**src/rtl/ssp_pkg.sv**
```systemverilog
`default_nettype none
// +--------------------------------------------------------------------+
// | ssp_pkg : shared defaults and width helpers for the SSP RX FIFO    |
// | Rev 1.0                                                            |
// +--------------------------------------------------------------------+
package ssp_pkg;
  localparam int SSP_DATA_W   = 16;
  localparam int SSP_DEPTH    = 8;
  localparam int SSP_TO_TICKS = 32;
  // Timeout counter is sized for the largest legal TO_TICKS (255).
  localparam int SSP_TO_W     = 8;

  // Occupancy needs one more bit than a pointer so that DEPTH itself fits.
  function automatic int ssp_lvl_w(input int depth);
    return $clog2(depth) + 1;
  endfunction
endpackage
`default_nettype wire

```
**src/rtl/ssp_rx_fifo_mem.sv**
```systemverilog
`default_nettype none
// +--------------------------------------------------------------------+
// | ssp_rx_fifo_mem : DATA_W x DEPTH register file, 1 write / 1 read   |
// | Rev 1.0                                                            |
// +--------------------------------------------------------------------+
module ssp_rx_fifo_mem
  import ssp_pkg::*;
#(
  parameter int DATA_W = SSP_DATA_W,
  parameter int DEPTH  = SSP_DEPTH,
  parameter int PTR_W  = $clog2(DEPTH)
) (
  input  logic              PCLK,
  input  logic              PRESETn,
  input  logic              WrEn,
  input  logic [PTR_W-1:0]  WrPtr,
  input  logic [DATA_W-1:0] WrData,
  input  logic [PTR_W-1:0]  RdPtr,
  output logic [DATA_W-1:0] RdData
);

  logic [DATA_W-1:0] r_mem [DEPTH];

  always_ff @(posedge PCLK or negedge PRESETn) begin
    if (!PRESETn) begin
      for (int i = 0; i < DEPTH; i++) r_mem[i] <= '0;
    end else if (WrEn) begin
      r_mem[WrPtr] <= WrData;
    end
  end

  assign RdData = r_mem[RdPtr];

endmodule
`default_nettype wire

```
**src/rtl/ssp_rx_fifo_param.sv**
```systemverilog
`default_nettype none
// +--------------------------------------------------------------------+
// | ssp_rx_fifo_param : parametrised SSP receive FIFO with watermark,  |
// | occupancy, flush and receive-timeout interrupt. Rev 1.0            |
// +--------------------------------------------------------------------+
module ssp_rx_fifo_param
  import ssp_pkg::*;
#(
  parameter int DATA_W   = SSP_DATA_W,
  parameter int DEPTH    = SSP_DEPTH,
  parameter int PTR_W    = $clog2(DEPTH),
  parameter int TO_TICKS = SSP_TO_TICKS
) (
  input  logic              PCLK,
  input  logic              PRESETn,
  input  logic              MS,
  input  logic [DATA_W-1:0] SRxFWrData,
  input  logic [DATA_W-1:0] MRxFWrData,
  input  logic              RxFWrSync,
  input  logic              RxFRdPtrInc,
  input  logic              TESTFIFO,
  input  logic [DATA_W-1:0] PWDATAIn,
  input  logic              SSPTDRWr,
  input  logic [PTR_W:0]    RxWatermark,
  input  logic              RxToTick,
  input  logic              FLUSH,
  input  logic              RXIM,
  input  logic              RORIM,
  input  logic              RTIM,
  input  logic              RORIC,
  input  logic              RTIC,
  output logic              RNE,
  output logic              RFF,
  output logic [PTR_W:0]    RxLevel,
  output logic [DATA_W-1:0] RxFRdData,
  output logic              RXRIS,
  output logic              RORRIS,
  output logic              RTRIS,
  output logic              RXMIS,
  output logic              RORMIS,
  output logic              RTMIS
);

  localparam int                  c_lvl_w  = ssp_lvl_w(DEPTH);
  localparam logic [c_lvl_w-1:0]  c_full   = c_lvl_w'(DEPTH);
  localparam logic [SSP_TO_W-1:0] c_to_max = SSP_TO_W'(TO_TICKS);

  logic [PTR_W-1:0]    r_wr_ptr, r_rd_ptr;
  logic [c_lvl_w-1:0]  r_level;
  logic [SSP_TO_W-1:0] r_to_cnt;
  logic                r_ror, r_rt;

  logic                w_wr_req, w_rd_acc, w_wr_acc, w_overrun;
  logic                w_empty, w_full, w_to_hit;
  logic [DATA_W-1:0]   w_wr_data, w_head;
  logic [c_lvl_w-1:0]  w_eff_wm;

  assign w_wr_req  = TESTFIFO ? SSPTDRWr : RxFWrSync;
  assign w_wr_data = TESTFIFO ? PWDATAIn : (MS ? SRxFWrData : MRxFWrData);

  assign w_empty   = (r_level == '0);
  assign w_full    = (r_level == c_full);
  assign w_rd_acc  = RxFRdPtrInc && !w_empty && !FLUSH;
  // A full FIFO still takes a write when the same cycle frees a slot.
  assign w_wr_acc  = w_wr_req && (!w_full || w_rd_acc) && !FLUSH;
  assign w_overrun = w_wr_req && w_full && !w_rd_acc && !FLUSH;
  assign w_to_hit  = RxToTick && (r_to_cnt + 1'b1 == c_to_max);

  always_ff @(posedge PCLK or negedge PRESETn) begin
    if (!PRESETn) begin
      r_wr_ptr <= '0;
      r_rd_ptr <= '0;
      r_level  <= '0;
    end else if (FLUSH) begin
      r_wr_ptr <= '0;
      r_rd_ptr <= '0;
      r_level  <= '0;
    end else begin
      if (w_wr_acc) r_wr_ptr <= r_wr_ptr + 1'b1;
      if (w_rd_acc) r_rd_ptr <= r_rd_ptr + 1'b1;
      if (w_wr_acc && !w_rd_acc)      r_level <= r_level + 1'b1;
      else if (w_rd_acc && !w_wr_acc) r_level <= r_level - 1'b1;
    end
  end

  // Inactivity timer: restarts on any FIFO traffic, idles while empty.
  always_ff @(posedge PCLK or negedge PRESETn) begin
    if (!PRESETn) begin
      r_to_cnt <= '0;
      r_rt     <= 1'b0;
    end else if (FLUSH) begin
      r_to_cnt <= '0;
      r_rt     <= 1'b0;
    end else begin
      if (w_empty || w_rd_acc || w_wr_acc) begin
        r_to_cnt <= '0;
      end else if (RxToTick && r_to_cnt != c_to_max) begin
        r_to_cnt <= r_to_cnt + 1'b1;
      end
      if (!w_empty && !w_wr_acc && r_to_cnt != c_to_max && w_to_hit) r_rt <= 1'b1;
      else if (RTIC || w_rd_acc)                                    r_rt <= 1'b0;
    end
  end

  always_ff @(posedge PCLK or negedge PRESETn) begin
    if (!PRESETn)       r_ror <= 1'b0;
    else if (w_overrun) r_ror <= 1'b1;
    else if (RORIC)     r_ror <= 1'b0;
  end

  ssp_rx_fifo_mem #(
    .DATA_W (DATA_W),
    .DEPTH  (DEPTH),
    .PTR_W  (PTR_W)
  ) u_mem (
    .PCLK    (PCLK),
    .PRESETn (PRESETn),
    .WrEn    (w_wr_acc),
    .WrPtr   (r_wr_ptr),
    .WrData  (w_wr_data),
    .RdPtr   (r_rd_ptr),
    .RdData  (w_head)
  );

  always_comb begin
    w_eff_wm = RxWatermark;
    if (RxWatermark == '0)         w_eff_wm = c_lvl_w'(1);
    else if (RxWatermark > c_full) w_eff_wm = c_full;
  end

  assign RNE       = !w_empty;
  assign RFF       = w_full;
  assign RxLevel   = r_level;
  assign RxFRdData = w_empty ? '0 : w_head;
  assign RXRIS     = (r_level >= w_eff_wm);
  assign RORRIS    = r_ror;
  assign RTRIS     = r_rt;
  assign RXMIS     = RXRIS && RXIM;
  assign RORMIS    = r_ror && RORIM;
  assign RTMIS     = r_rt && RTIM;

endmodule
`default_nettype wire

```
**config.mk**
```make
export PLATFORM = sky130hd
export DESIGN_NAME = ssp_rx_fifo_param
export DESIGN_NICKNAME = d
export VERILOG_FILES = /design/src/rtl/ssp_pkg.sv /design/src/rtl/ssp_rx_fifo_mem.sv /design/src/rtl/ssp_rx_fifo_param.sv
export SDC_FILE = /design/constraint.sdc
export NUM_CORES = 1
export LEC_CHECK = 0
export CORE_UTILIZATION = 56
export CTS_CLUSTER_SIZE = 14
export DETAILED_ROUTE_END_ITERATION = 7
export HOLD_SLACK_MARGIN = 0.1
export PLACE_DENSITY = 0.84
export SKIP_LAST_GASP = 1
export SYNTH_ARGS = -nofsm -noshare
export SYNTH_HDL_FRONTEND = slang
export SYNTH_HIERARCHICAL = 1
export SYNTH_SLANG_ARGS = --single-unit
```
**constraint.sdc**
```tcl
create_clock -name PCLK -period 3.45 [get_ports PCLK]
set_clock_uncertainty 0.1 [all_clocks]
set_input_delay 0.8625 -clock PCLK [delete_from_list [all_inputs] [get_ports PCLK]]
set_output_delay 0.8625 -clock PCLK [all_outputs]
set_load 0.02 [all_outputs]
```
==> qor.csv <==
stage,metric,value,unit
die,starting density of the core,0.578,
yosys,adder and majority gate portion of the synthesized area,0.0188,
power_and_ir_drop,leakage power,4.53,nW
die,Die X,119,um
power_and_ir_drop,overall power consumption,0.00668,W
global_route,initial antenna violation count,0,
global_route,"Remaining Overflow, GRT",0,
power_and_ir_drop,switching power,0.00207,W
cells_and_area,Layout area overhead,25.2,%
setup_path,biggest fanout along the worst timing path,2,
min_path,classification of the worst-slack hold path,reg2reg,
yosys,flip-flop and latch count after synthesis,148,
run,maximum capacitance violations,0,
route,DR WL/cell,21.0,um
timing,setup repair after global routing missed its margin,true,
yosys,dominant combinational cell family by area after synthesis,multiplexers,
placement,Post-DP HPWL,11.1,mm
yosys,total nets after synthesis,625,
power_and_ir_drop,share of total power consumed by net switching,0.309,
power_and_ir_drop,share of total power in combinational logic,0.363,
clocking,CTS buffer count,17,
setup_path,Crit path buffers/inverters,2,
route,number of vias after detailed routing,4996,
power_and_ir_drop,cell area power density,692,nW/um2
yosys,multiplexer area fraction after synthesis,0.346,
timing,shortest period the worst path allows,3.40,ns
route,antenna-violating nets left,0,
route,Pre-Repair DR Iteration Count,4,
yosys,Compound-Gate Fraction of Synth Area,0.0297,
route,Avg Vias per Cell,5.88,
clocking,Bufs on Longest Clock Path,2,
setup_path,sequence of cells on the critical path,"dlygate4sd2_1, nor2_1, nor2_1, ha_1, nand2b_4, a21o_1, a21o_1, a21o_1, and2_4, buf_6",
timing,tightest slew margin relative to the limit,0.340,
die,Placement Rows,42,
cells_and_area,area of all placed cells without fillers,9650,um2
timing,highest achievable clock rate,294,MHz
yosys,"Avg Cell Area, Syn",14.1,um2
clocking,number of hold buffers added after CTS,0,
setup_path,crit-path most repeated cell,sky130_fd_sc_hd__a21o_1,
power_and_ir_drop,clock share of power,0.278,
timing,final worst path period share,0.986,
timing,total of endpoints with negative setup slack in the final report,0,
setup_path,Startpoint Class,input port,
placement,Placer Congestion,0.765,
route,drt first-iter violations,313,
setup_path,cell with the largest stage delay on the worst path,sky130_fd_sc_hd__ha_1,
yosys,Synthesis Warnings,6,
global_route,Overall Global Routing Usage,0.271,
power_and_ir_drop,Cell Int Power,0.00462,W
placement,# port buffers,93,
clocking,clock latency reported for the late side of the worst-skew pair,0.41,ns
setup_path,"delay-heaviest family, CP",compound AO/OA/AOI/OAI gates,
clocking,Sink Count,148,
yosys,count of unique library cells instantiated by Yosys,52,
power_and_ir_drop,sequential group share of total power,0.359,
clocking,clock tree root buffer cell,sky130_fd_sc_hd__clkbuf_16,
outcome,result of the run,finished clean,
route,number of remaining DRC errors,0,
yosys,number of standard cells after synthesis,548,
cells_and_area,Diodes inserted,0,
clocking,TritonCTS clock tree,done,
yosys,xor/xnor share of the synthesized area,0.0148,
die,core region area,13300,um2
power_and_ir_drop,IR Drop Worst-Case VDD,0.484,mV
timing,slew at the pin with the worst max-slew slack,0.979,ns
die,number of ports placed on the die boundary,94,
global_route,maximum number of pins on one net before global-route repair,95,
timing,post-route worst hold slack,0.395,ns
setup_path,delay of the slowest cell on the worst path,0.28,ns
setup_path,endpoint class of the critical path,output pin,
placement,placed cell areas,9010,um2
yosys,simple logic cell fraction of the synthesized area,0.0792,
clocking,CTS HTree Levels,4,
global_route,vias in the first global route,5470,
timing,count of endpoints failing hold in the final timing report,0,
setup_path,Crit Path Class,in2out,
cells_and_area,Filler Cells Inserted,874,
yosys,share of the yosys chip area belonging to registers,0.480,
global_route,first-pass GRT wire length,28.9,mm
cells_and_area,fraction of final layout cells with drive strength greater than 1,0.361,
die,Die Y,119,um
cells_and_area,final-stage net count,738,
setup_path,Critical Path AT,2.44,ns
clocking,clock transition at the registers of the reported paths,0.06,ns
die,die footprint,14200,um2
route,DRT Wirelength,17.8,mm
timing,final count of pins violating max slew,0,
setup_path,data required time of the critical path,2.49,ns
yosys,synthesized area,7710,um2
synth_stat cells, drive strengths merged:
cell,n,area (um2)
a2111oi,1,8.76
a21o,5,37.5
a21oi,4,20.0
a31oi,1,6.26
a32o,1,10.0
and2,4,27.5
and3,3,21.3
and4bb,1,12.5
buf,23,163
clkbuf,10,38.8
dfrtp,148,3700
fa,1,20.0
ha,10,125
inv,10,37.5
mux2,145,1630
mux2i,21,210
mux4,32,826
nand2,28,105
nand2b,2,12.5
nand3,3,15.0
nand3b,1,7.51
nand4,4,31.3
nand4b,4,53.8
nor2,21,81.3
nor2b,18,113
nor3,4,36.3
nor3b,1,7.51
nor4,1,12.5
nor4b,1,23.8
nor4bb,2,20.0
o21ai,17,85.1
o31ai,3,22.5
o41a,1,11.3
o41ai,1,27.5
or3b,1,8.76
or4,1,7.51
or4b,1,13.8
xnor2,6,52.6
xor2,7,61.3
final cells by class:
cell class / instances / area (um2) / area share
inverter: 10 / 37.5 / 0.00389
multi-input combinational: 357 / 3820 / 0.395
timing repair buffer: 127 / 1270 / 0.132
clock buffer: 22 / 484 / 0.0502
clock inverter: 10 / 121 / 0.0126
sequential: 148 / 3700 / 0.384
tap: 176 / 220 / 0.0228
power by group through the flow:
stage / logic (W) / clock network [W] / registers [W]
floorplan: 0.00160 / 0 / 0.00233
global placement: 0.00236 / 0 / 0.00236
detailed placement: 0.00243 / 0 / 0.00240
CTS: 0.00242 / 0.00189 / 0.00238
global route: 0.00258 / 0.00197 / 0.00245
finish: 0.00243 / 0.00186 / 0.00240
state kept, by name (all words and copies together) (netlist names):
name         count
RTRIS            1
r_wr_ptr         3
r_rd_ptr         3
RORRIS           1
r_to_cnt         8
u_mem/r_mem    128
RxLevel          4
metrics by stage:
stage	util	instances	setup slack (ns)	TNS, ns
finish	0.723	850	0.0472	0
detailed placement	0.675	814	-0.691	-1.24
floorplan	-	548	0.270	0
global route	0.723	850	-0.0215	-0.0249
global placement	0.675	814	-0.590	-1.04
CTS	0.723	849	-0.0333	-0.0333
placed cells by master (no fill, tap or decap), drive strengths merged, types with 4 or more instances in the layout:
cell type      synthesis  routed
inv                   10      11
mux4                  32      32
xnor2                  6       6
clkbuf                10      27
mux2                 145     145
clkdlybuf4s50          0      70
dlygate4sd2            0      15
mux2i                 21      21
and2                   4       4
ha                    10      10
a21o                   5       5
nor2                  21      21
nand2                 28      28
a21oi                  4       4
nor2b                 18      18
clkinv                 0       6
buf                   23      37
nor3                   4       4
nand4                  4       4
xor2                   7       7
o21ai                 17      17
nand4b                 4       4
dfrtp                148     148
kinds of logic (layout without fill, tap and decap cells):
| logic type | after synthesis | count (layout) |
|---|---|---|
| flops | 148 | 148 |
| mux | 198 | 198 |
| xor+xnor | 13 | 13 |
| compound gates | 34 | 34 |
| buf+inv | 43 | 169 |
| simple gates | 101 | 101 |
| fa+ha+maj | 11 | 11 |
metal layers:
layer | up-vias | global-route usage | part of all wire
met5 | - | 0 | 0
met2 | 123 | 0.469 | 0.52
met4 | 0 | 0.0969 | 0.016
li1 | 2251 | - | -
met1 | 2603 | 0.341 | 0.42
met3 | 19 | 0.0493 | 0.044
final timing paths:
check	from	end	slack, ns	depth (start not counted)
setup / recovery	RxWatermark[0]	RXMIS	0.05	10
hold / removal	u_mem/r_mem[101]$_DFFE_PN0P_	u_mem/r_mem[101]$_DFFE_PN0P_	0.40	1
setup reg to reg	RxLevel[0]$_DFFE_PN0P_	RxLevel[3]$_DFFE_PN0P_	0.65	10
hold reg to reg	u_mem/r_mem[101]$_DFFE_PN0P_	u_mem/r_mem[101]$_DFFE_PN0P_	0.40	1
max in group asynchronous	PRESETn	u_mem/r_mem[85]$_DFFE_PN0P_	2.03	2
min in group asynchronous	PRESETn	u_mem/r_mem[10]$_DFFE_PN0P_	0.45	1
repair_timing:
action | 4_1_cts | 5_1_grt
buffers inserted | 2 | 1
pin swaps | 7 | 5
gates resized for setup | 36 | 11
setup endpoints to repair | 18 | 17
hold endpoints to repair | 0 | 0
cloned | 1 | 0
Note: power is estimated with default switching activity, not from simulation.
